## src/rtl/op_encoder_tx_if.sv

```systemverilog
// Link-side bundle of the op encoder: three request/ack channels, the keyboard
// payload inputs, and the serial line with its busy flag and FSM state for debug.
interface op_encoder_tx_if;
  // Handshake: each *_req is a level held by its source until the matching
  // *_ack pulses for exactly one cycle; that pulse is the only completion signal.
  // A request dropped before the frame is loaded is ignored.
  logic        pwr_req;
  logic        pwr_ack;
  logic        audio_req;
  logic        audio_ack;
  logic        kbd_req;
  logic        kbd_ack;
  logic [7:0]  kbd_sel;
  logic [31:0] kbd_data;
  logic        data_out;
  logic        busy;
  logic [2:0]  state;

  modport master (
    output pwr_req, audio_req, kbd_req, kbd_sel, kbd_data,
    input  pwr_ack, audio_ack, kbd_ack, data_out, busy, state
  );

  modport slave (
    input  pwr_req, audio_req, kbd_req, kbd_sel, kbd_data,
    output pwr_ack, audio_ack, kbd_ack, data_out, busy, state
  );
endinterface

```

## src/rtl/op_encoder_tx.sv

```systemverilog
// Transmit side of the monitor-to-host link: arbitrates pwr/audio/kbd requests and
// serialises one start bit, a 16- or 48-bit op MSB-first, a stop bit and idle gap.
module op_encoder_tx #(
  parameter int          BIT_CLKS    = 4,
  parameter int          GAP_BITS    = 2,
  parameter logic [7:0]  AUDIO_COUNT = 8'h10
) (
  input  logic            clk,
  input  logic            reset,
  op_encoder_tx_if.slave  bus
);

  localparam int TW = $clog2(BIT_CLKS);
  localparam logic [TW-1:0] TMR_LAST = TW'(BIT_CLKS - 1);
  localparam logic [5:0]    GAP_CNT  = 6'(GAP_BITS);

  localparam logic [2:0] IDLE  = 3'd0;
  localparam logic [2:0] LOAD  = 3'd1;
  localparam logic [2:0] START = 3'd2;
  localparam logic [2:0] SHIFT = 3'd3;
  localparam logic [2:0] STOP  = 3'd4;
  localparam logic [2:0] GAP   = 3'd5;

  logic [2:0]    state;
  logic [TW-1:0] bit_tmr;
  logic [5:0]    bit_cnt;
  logic [47:0]   shift_reg;
  logic          pwr_ack_r;
  logic          audio_ack_r;
  logic          kbd_ack_r;
  logic          bit_end;

  assign bit_end = (bit_tmr == '0);

  always_ff @(posedge clk or posedge reset) begin
    if (reset) begin
      state       <= IDLE;
      bit_tmr     <= '0;
      bit_cnt     <= '0;
      shift_reg   <= '0;
      pwr_ack_r   <= 1'b0;
      audio_ack_r <= 1'b0;
      kbd_ack_r   <= 1'b0;
    end else begin
      pwr_ack_r   <= 1'b0;
      audio_ack_r <= 1'b0;
      kbd_ack_r   <= 1'b0;
      // The bit timer free-runs in every line-driving state and reloads each bit period.
      if (state != IDLE && state != LOAD) begin
        bit_tmr <= bit_end ? TMR_LAST : bit_tmr - 1'b1;
      end
      case (state)
        IDLE: begin
          if (bus.pwr_req || bus.audio_req || bus.kbd_req) state <= LOAD;
        end
        LOAD: begin
          bit_tmr <= TMR_LAST;
          bit_cnt <= 6'd16;
          state   <= START;
          if (bus.pwr_req) begin
            shift_reg <= {16'hc5ef, 32'h0};
            pwr_ack_r <= 1'b1;
          end else if (bus.audio_req) begin
            shift_reg   <= {8'h07, AUDIO_COUNT, 32'h0};
            audio_ack_r <= 1'b1;
          end else if (bus.kbd_req) begin
            shift_reg <= {8'hc6, bus.kbd_sel, bus.kbd_data};
            bit_cnt   <= 6'd48;
            kbd_ack_r <= 1'b1;
          end else begin
            // Request withdrawn before it could be loaded: nothing to send.
            state <= IDLE;
          end
        end
        START: begin
          if (bit_end) state <= SHIFT;
        end
        SHIFT: begin
          if (bit_end) begin
            shift_reg <= {shift_reg[46:0], 1'b0};
            bit_cnt   <= bit_cnt - 6'd1;
            if (bit_cnt == 6'd1) state <= STOP;
          end
        end
        STOP: begin
          if (bit_end) begin
            if (GAP_BITS == 0) begin
              state <= IDLE;
            end else begin
              state   <= GAP;
              bit_cnt <= GAP_CNT;
            end
          end
        end
        GAP: begin
          if (bit_end) begin
            bit_cnt <= bit_cnt - 6'd1;
            if (bit_cnt == 6'd1) state <= IDLE;
          end
        end
        default: state <= IDLE;
      endcase
    end
  end

  assign bus.data_out  = (state == START) || ((state == SHIFT) && shift_reg[47]);
  assign bus.busy      = (state != IDLE);
  assign bus.state     = state;
  assign bus.pwr_ack   = pwr_ack_r;
  assign bus.audio_ack = audio_ack_r;
  assign bus.kbd_ack   = kbd_ack_r;

endmodule

```

## src/flat_wrapper.sv

```systemverilog
// flat-port wrapper written by rule: the top's interface ports become plain ports
module op_encoder_tx_flat 
#(
  parameter int          BIT_CLKS    = 4,
  parameter int          GAP_BITS    = 2,
  parameter logic [7:0]  AUDIO_COUNT = 8'h10
)
  (clk, reset, bus_pwr_req, bus_audio_req, bus_kbd_req, bus_kbd_sel, bus_kbd_data, bus_pwr_ack, bus_audio_ack, bus_kbd_ack, bus_data_out, bus_busy, bus_state);
  op_encoder_tx_if bus_i ();
  input  logic clk;
  input  logic reset;
  input wire logic [$bits(bus_i.pwr_req)-1:0] bus_pwr_req;
  input wire logic [$bits(bus_i.audio_req)-1:0] bus_audio_req;
  input wire logic [$bits(bus_i.kbd_req)-1:0] bus_kbd_req;
  input wire logic [$bits(bus_i.kbd_sel)-1:0] bus_kbd_sel;
  input wire logic [$bits(bus_i.kbd_data)-1:0] bus_kbd_data;
  output wire logic [$bits(bus_i.pwr_ack)-1:0] bus_pwr_ack;
  output wire logic [$bits(bus_i.audio_ack)-1:0] bus_audio_ack;
  output wire logic [$bits(bus_i.kbd_ack)-1:0] bus_kbd_ack;
  output wire logic [$bits(bus_i.data_out)-1:0] bus_data_out;
  output wire logic [$bits(bus_i.busy)-1:0] bus_busy;
  output wire logic [$bits(bus_i.state)-1:0] bus_state;
  assign bus_i.pwr_req = bus_pwr_req;
  assign bus_i.audio_req = bus_audio_req;
  assign bus_i.kbd_req = bus_kbd_req;
  assign bus_i.kbd_sel = bus_kbd_sel;
  assign bus_i.kbd_data = bus_kbd_data;
  assign bus_pwr_ack = bus_i.pwr_ack;
  assign bus_audio_ack = bus_i.audio_ack;
  assign bus_kbd_ack = bus_i.kbd_ack;
  assign bus_data_out = bus_i.data_out;
  assign bus_busy = bus_i.busy;
  assign bus_state = bus_i.state;
  op_encoder_tx #(.BIT_CLKS(BIT_CLKS), .GAP_BITS(GAP_BITS), .AUDIO_COUNT(AUDIO_COUNT)) u_core (.clk(clk), .reset(reset), .bus(bus_i));
endmodule
```

## config.mk

```make
export PLATFORM = sky130hd
export DESIGN_NAME = op_encoder_tx_flat
export DESIGN_NICKNAME = d
export VERILOG_FILES = /design/src/rtl/op_encoder_tx_if.sv /design/src/rtl/op_encoder_tx.sv /design/src/flat_wrapper.sv
export SDC_FILE = /design/constraint.sdc
export NUM_CORES = 1
export LEC_CHECK = 0
export CELL_PAD_IN_SITES_DETAIL_PLACEMENT = 1
export CELL_PAD_IN_SITES_GLOBAL_PLACEMENT = 2
export CORE_UTILIZATION = 32
export CTS_CLUSTER_DIAMETER = 60
export CTS_CLUSTER_SIZE = 16
export DETAILED_ROUTE_END_ITERATION = 12
export PLACE_DENSITY_LB_ADDON = 0.05
export RECOVER_POWER = 25
export SYNTH_ARGS = -nofsm -noshare
export SYNTH_HDL_FRONTEND = slang
export SYNTH_SLANG_ARGS = --single-unit
```

## constraint.sdc

```tcl
create_clock -name clk -period 2.11 [get_ports clk]
set_input_delay 0.422 -clock clk [delete_from_list [all_inputs] [get_ports clk]]
set_output_delay 0.422 -clock clk [all_outputs]
set_load 0.1 [all_outputs]
```

==> results_dict.tcl, run 1 <==
set metrics [dict create \
    status "completed" \
    dr.pass1.iters 4 \
    power_leakage_nw 1.54 \
    syn_inst 298 \
    critPathLaunchType "flip-flop" \
    coreArea_um2 8760 \
    clkTransAtPathRegs_ns 0.06 \
    power.density_nw_per_um2 617 \
    synth_cell_types 42 \
    layout_min_cycle_time_ns 2.04 \
    clock_path_buffers 2 \
    hold_viol 0 \
    start_util 0.332 \
    cp_top_family "simple AND/OR/NAND/NOR gates" \
    fin_area_um2 3870 \
    endpoint_kind "output pin" \
    grt_max_degree 63 \
    max_cap_violations 0 \
    multiInputGateArea_um2 1230 \
    syn2layout_area_growth_pct 33.0 \
    die_area_um2 9470 \
    antenna-diode-count 0 \
    post-dp-hpwl_um 4670 \
    drt-initial-drc-count 72 \
    ios 53 \
    die_w_um 97.3 \
    finalNonFillerCells 465 \
    rsz0062_at_grt "no" \
    synthesis.nets 346 \
    grt-ovfl-total 0 \
    critPathArrivalTime_ns 1.62 \
    drive_gt1_frac 0.140 \
    ir_drop_mv 0.322 \
    synth_seq_cells 62 \
    maxSlewHeadroom 0.413 \
    crit_path_max_fanout 15 \
    routed_via_density 5.21 \
    gp_congestion 0.712 \
    syn_area_um2 2910 \
    routed_wirelength_um 7220 \
    crit_buf_inv 1 \
    cts_setup_buffers 0 \
    wl_per_cell_um 15.5 \
    vias 2422 \
    fillers 991 \
    drc 0 \
    grt_pass1_wl_um 12400 \
    final_core_util 0.441 \
    avgSynthCellArea_um2 9.76 \
    dpl.cell_count 449 \
    layout_commonest_cell "nor2_1" \
    setup_viol 0 \
    rows 34 \
    fin_nets 400 \
    p_total_mw 2.39 \
    cts_buffers 9 \
    crit_required_ns 1.69 \
    grtUsageTotal 0.166 \
    dieHeight_um 97.3 \
    finalWorstSetupSlack_ns 0.0702 \
    max_clock_freq_mhz 490 \
    fin_setup_tns_ns 0 \
    fin_skew_ns 0.0124 \
    h-tree-depth 3 \
    clock_latency_ns 0.34 \
    largest_reg_flops 48 \
    cts_root_buffer "clkbuf_8" \
    drv_slew 0 \
    place_ws_ns 0.125 \
    regArea_um2 1560 \
    timing.hold.ws_ns 0.477 \
    yosysSeqAreaShare 0.534 \
    yosysTopAreaCell "dfrtp_1" \
    synthTopCellsByArea "dfrtp_1 (53%), nor2_1 (9.8%), a221oi_1 (9.3%)" \
    hp-class "reg2reg" \
    io_buffers 52 \
    worst_pin_slew_ns 0.881 \
    grt_pass1_vias 2515 \
    max_stage_delay_ns 0.56 \
    post-synth-top-area-fraction 0.534 \
    yosysWarnings 0 \
    cts.sinks 62 \
    antenna_found_initial 0 \
    final_cell_mix "nor2_1 (76), dfrtp_1 (59), clkdlybuf4s50_1 (43)" \
    cts_resized 0 \
    cts_tree "done" \
    slowest_stage "or3_2" \
    worstSetupPathType "reg2out" \
    path_cells "or3_2 > buf_12" \
    ctsHoldBuffers 0 \
    post-route-period-util 0.967 \
    ant_nets 0 \
    placed_cell_area_um2 3680 \
]
[worst min-delay path, stage by stage (launching register included)]
cell and delay (ns):
dfrtp_1 0.35, nand2_1 0.05, nand2_1 0.05
[report_power, final]
| part | internal, mW | leakage [nW] | switching (mW) |
|---|---|---|---|
| clock network | 0.605 | 0.106 | 0.462 |
| registers | 1.19 | 0.661 | 0.00106 |
| logic | 0.0792 | 0.775 | 0.0514 |
| total | 1.87 | 1.54 | 0.514 |
[kinds of logic (layout without fill, tap and decap cells)]
group	Yosys count	after routing	synth area share
compound gates	80	80	0.210
xor+xnor	1	1	0.00301
simple gates	119	119	0.185
buf+inv	32	91	0.0512
mux	1	1	0.00387
fa+ha+maj	3	3	0.0129
flops	62	62	0.534
[final timing paths]
check | start | end | slack [ns] | cells after the start
hold / removal | u_core.shift_reg[0] | u_core.shift_reg[0] | 0.48 | 2
min in group asynchronous | reset | u_core.shift_reg[2] | 0.83 | 3
max in group asynchronous | reset | u_core.bus.state[1] | 0.65 | 3
setup reg to reg | u_core.bit_tmr[0] | u_core.shift_reg[25] | 0.29 | 7
setup / recovery | u_core.bus.state[1] | bus_busy | 0.07 | 2
hold reg to reg | u_core.shift_reg[0] | u_core.shift_reg[0] | 0.48 | 2
[metal layers]
metal	share of wire	GRT usage	up-vias
met5	0	0	-
met1	0.49	0.225	1188
met4	0.016	0.0645	0
met2	0.46	0.257	41
met3	0.035	0.0417	10
li1	-	-	1183
[cell type report]
| cell class | instances | share of cell area |
|---|---|---|
| Inverter | 9 | 0.00873 |
| Sequential cell | 62 | 0.402 |
| Timing Repair Buffer | 66 | 0.186 |
| Clock buffer | 12 | 0.0401 |
| Clock inverter | 4 | 0.0116 |
| Tap cell | 108 | 0.0349 |
| Multi-Input combinational cell | 204 | 0.317 |
[synthesized netlist by cell type, drive strengths merged]
library cell  instances
a21oi                15
and3b                 1
clkbuf                8
and2                  1
nand2                12
o221a                 2
nand3b                1
o21a                  1
dfrtp                62
a22oi                 1
inv                   9
or3b                  1
mux2                  1
a41oi                 1
nor4                  1
o21ai                 9
buf                  15
nand4b                2
nor3                 10
o22ai                 9
nor2b                 3
a221o                 1
or3                   3
o32ai                 1
a31oi                 1
or2                   1
xnor2                 1
o31ai                 1
ha                    3
a221oi               31
nor3b                 1
nor4b                 1
nor2                 76
nand3                 1
nand2b                3
and4b                 1
o22a                  1
a22o                  6
Note: power is estimated with default switching activity, not from simulation.
==> inputs of run 2 (changes only) <==
--- a/config.mk
+++ b/config.mk
@@ -8,10 +8,9 @@
 export CELL_PAD_IN_SITES_DETAIL_PLACEMENT = 1
 export CELL_PAD_IN_SITES_GLOBAL_PLACEMENT = 2
 export CORE_UTILIZATION = 32
-export CTS_CLUSTER_DIAMETER = 60
 export CTS_CLUSTER_SIZE = 16
 export DETAILED_ROUTE_END_ITERATION = 12
-export PLACE_DENSITY_LB_ADDON = 0.05
+export PLACE_DENSITY_LB_ADDON = 0.1
 export RECOVER_POWER = 25
 export SYNTH_ARGS = -nofsm -noshare
 export SYNTH_HDL_FRONTEND = slang
==> run 2 against run 1 <==
  * Sequential power hardly changed
  * Power is 5.9% lower
  * Register-to-register slack hardly changed
  * Worst hold slack worse by 0.0021 ns
  * Routed wire length is 2.2% higher
  * Highest routed layer unchanged
==> results_dict.tcl, run 2 (synthesis gave the netlist of run 1 again) <==
set metrics [dict create \
    status "completed" \
    grtUsageTotal 0.173 \
    vias 2466 \
    rsz0062_at_grt "no" \
    min_path_cells 2 \
    antenna_found_initial 0 \
    pwr-share-clk 0.411 \
    r2r_end "u_core.shift_reg[10]" \
    hold_viol 0 \
    ios 53 \
    r2r_slack_ns 0.29 \
    post-dp-hpwl_um 4750 \
    fin_setup_tns_ns 0 \
    grt_pass1_wl_um 12900 \
    cts_setup_buffers 0 \
    hp-class "reg2reg" \
    final_cell_mix "nor2_1 (76), dfrtp_1 (59), clkdlybuf4s50_1 (43)" \
    power.density_nw_per_um2 581 \
    grt-ovfl-total 0 \
    grt_max_degree 63 \
    dr.pass1.iters 4 \
    start_util 0.332 \
    antenna-diode-count 0 \
    routed_via_density 5.27 \
    layout_commonest_cell "nor2_1" \
    layout_min_cycle_time_ns 1.98 \
    p_seq_frac 0.530 \
    cts_tree "done" \
    wl_per_cell_um 15.8 \
    grt_pass1_vias 2523 \
    cts_buffers 9 \
    setup_viol 0 \
    worst_pin_slew_ns 0.874 \
    ant_nets 0 \
    switchingPower_uw 491 \
    drive_gt1_frac 0.142 \
    crit_required_ns 1.69 \
    clkTransAtPathRegs_ns 0.07 \
    internal_power_mw 1.76 \
    maxSlewHeadroom 0.418 \
    fin_nets 404 \
    drt-initial-drc-count 140 \
    io_buffers 52 \
    fin_skew_ns 0.0108 \
    cts_root_buffer "clkbuf_8" \
    dieHeight_um 97.3 \
    max_clock_freq_mhz 506 \
    drv_slew 0 \
    routed_wirelength_um 7380 \
    clock_latency_ns 0.34 \
    p_total_mw 2.25 \
    coreArea_um2 8760 \
    cts.sinks 62 \
    ff2ff_path_depth 7 \
    cts_resized 0 \
    largest_reg_flops 48 \
    critPathArrivalTime_ns 1.56 \
    critPathLaunchType "flip-flop" \
    max_cap_violations 0 \
    rows 34 \
    netSwitchingFraction 0.219 \
    clock_path_buffers 2 \
    worstSetupPathType "reg2out" \
    combPwrFrac 0.059 \
    reg2reg_from "u_core.bit_tmr[0]" \
    die_w_um 97.3 \
    post-route-period-util 0.937 \
    crit_path_max_fanout 15 \
    power_leakage_nw 1.54 \
    syn2layout_area_growth_pct 33.0 \
    die_area_um2 9470 \
    endpoint_kind "output pin" \
    ctsHoldBuffers 0 \
    drc 0 \
    h-tree-depth 3 \
    ir_drop_mv 0.267 \
    min_from "u_core.shift_reg[0]" \
    gp_congestion 0.705 \
    whs_endpoint "u_core.shift_reg[0]" \
]
run 2: routing by layer:
| metal | global-route usage | wire, um |
|---|---|---|
| met5 | 0 | 0 |
| met4 | 0.0611 | 105 |
| met3 | 0.0424 | 242 |
| met2 | 0.261 | 3440 |
| met1 | 0.241 | 3590 |
run 2: through the flow:
stage | utilization | worst slack (ns) | cell area, um^2 | hold slack [ns] | std cells
6_report | 0.441 | 0.132 | 3870 | 0.475 | 468
5_1_grt | 0.441 | 0.0694 | 3870 | 0.507 | 468
2_1_floorplan | - | 0.00985 | 2920 | 0.439 | 298
3_5_place_dp | 0.423 | 0.103 | 3710 | 0.465 | 453
4_1_cts | 0.443 | 0.110 | 3880 | 0.471 | 468
3_3_place_gp | 0.423 | 0.130 | 3710 | 0.456 | 453
run 2: final cells by class:
| type | count | area, um^2 |
|---|---|---|
| fill | 1000 | 4900 |
| timing repair buffer | 70 | 748 |
| multi-input combinational | 204 | 1230 |
| clock buffer | 14 | 163 |
| clock inverter | 1 | 5.00 |
| inverter | 9 | 33.8 |
| tap | 108 | 135 |
| sequential | 62 | 1560 |
run 2: worst max path at each step:
stage / start / end / slack, ns / cells after the start
after CTS: u_core.bus.state[2] / bus_busy / 0.11 / 2
after detailed placement: bus_pwr_req / u_core.shift_reg[30] / 0.10 / 6
after floorplan: reset / u_core.bus.state[0] / 0.01 / 1
after global routing: u_core.bus.state[2] / bus_busy / 0.07 / 2
final: u_core.bus.state[2] / bus_busy / 0.13 / 2
after global placement: bus_pwr_req / u_core.shift_reg[27] / 0.13 / 6
run 2: power groups by stage:
stage	registers (mW)	clock network (mW)	logic (mW)
after floorplan	1.21	0	0.0293
after global placement	1.21	0	0.141
after detailed placement	1.21	0	0.140
after CTS	1.19	0.968	0.142
after global routing	1.19	1.01	0.147
final	1.19	0.923	0.133
run 2: worst max-delay path, stage by stage, from the launching register on:
cell and delay [ns]:
dfrtp_2 0.52, or3_2 0.51, buf_12 0.19
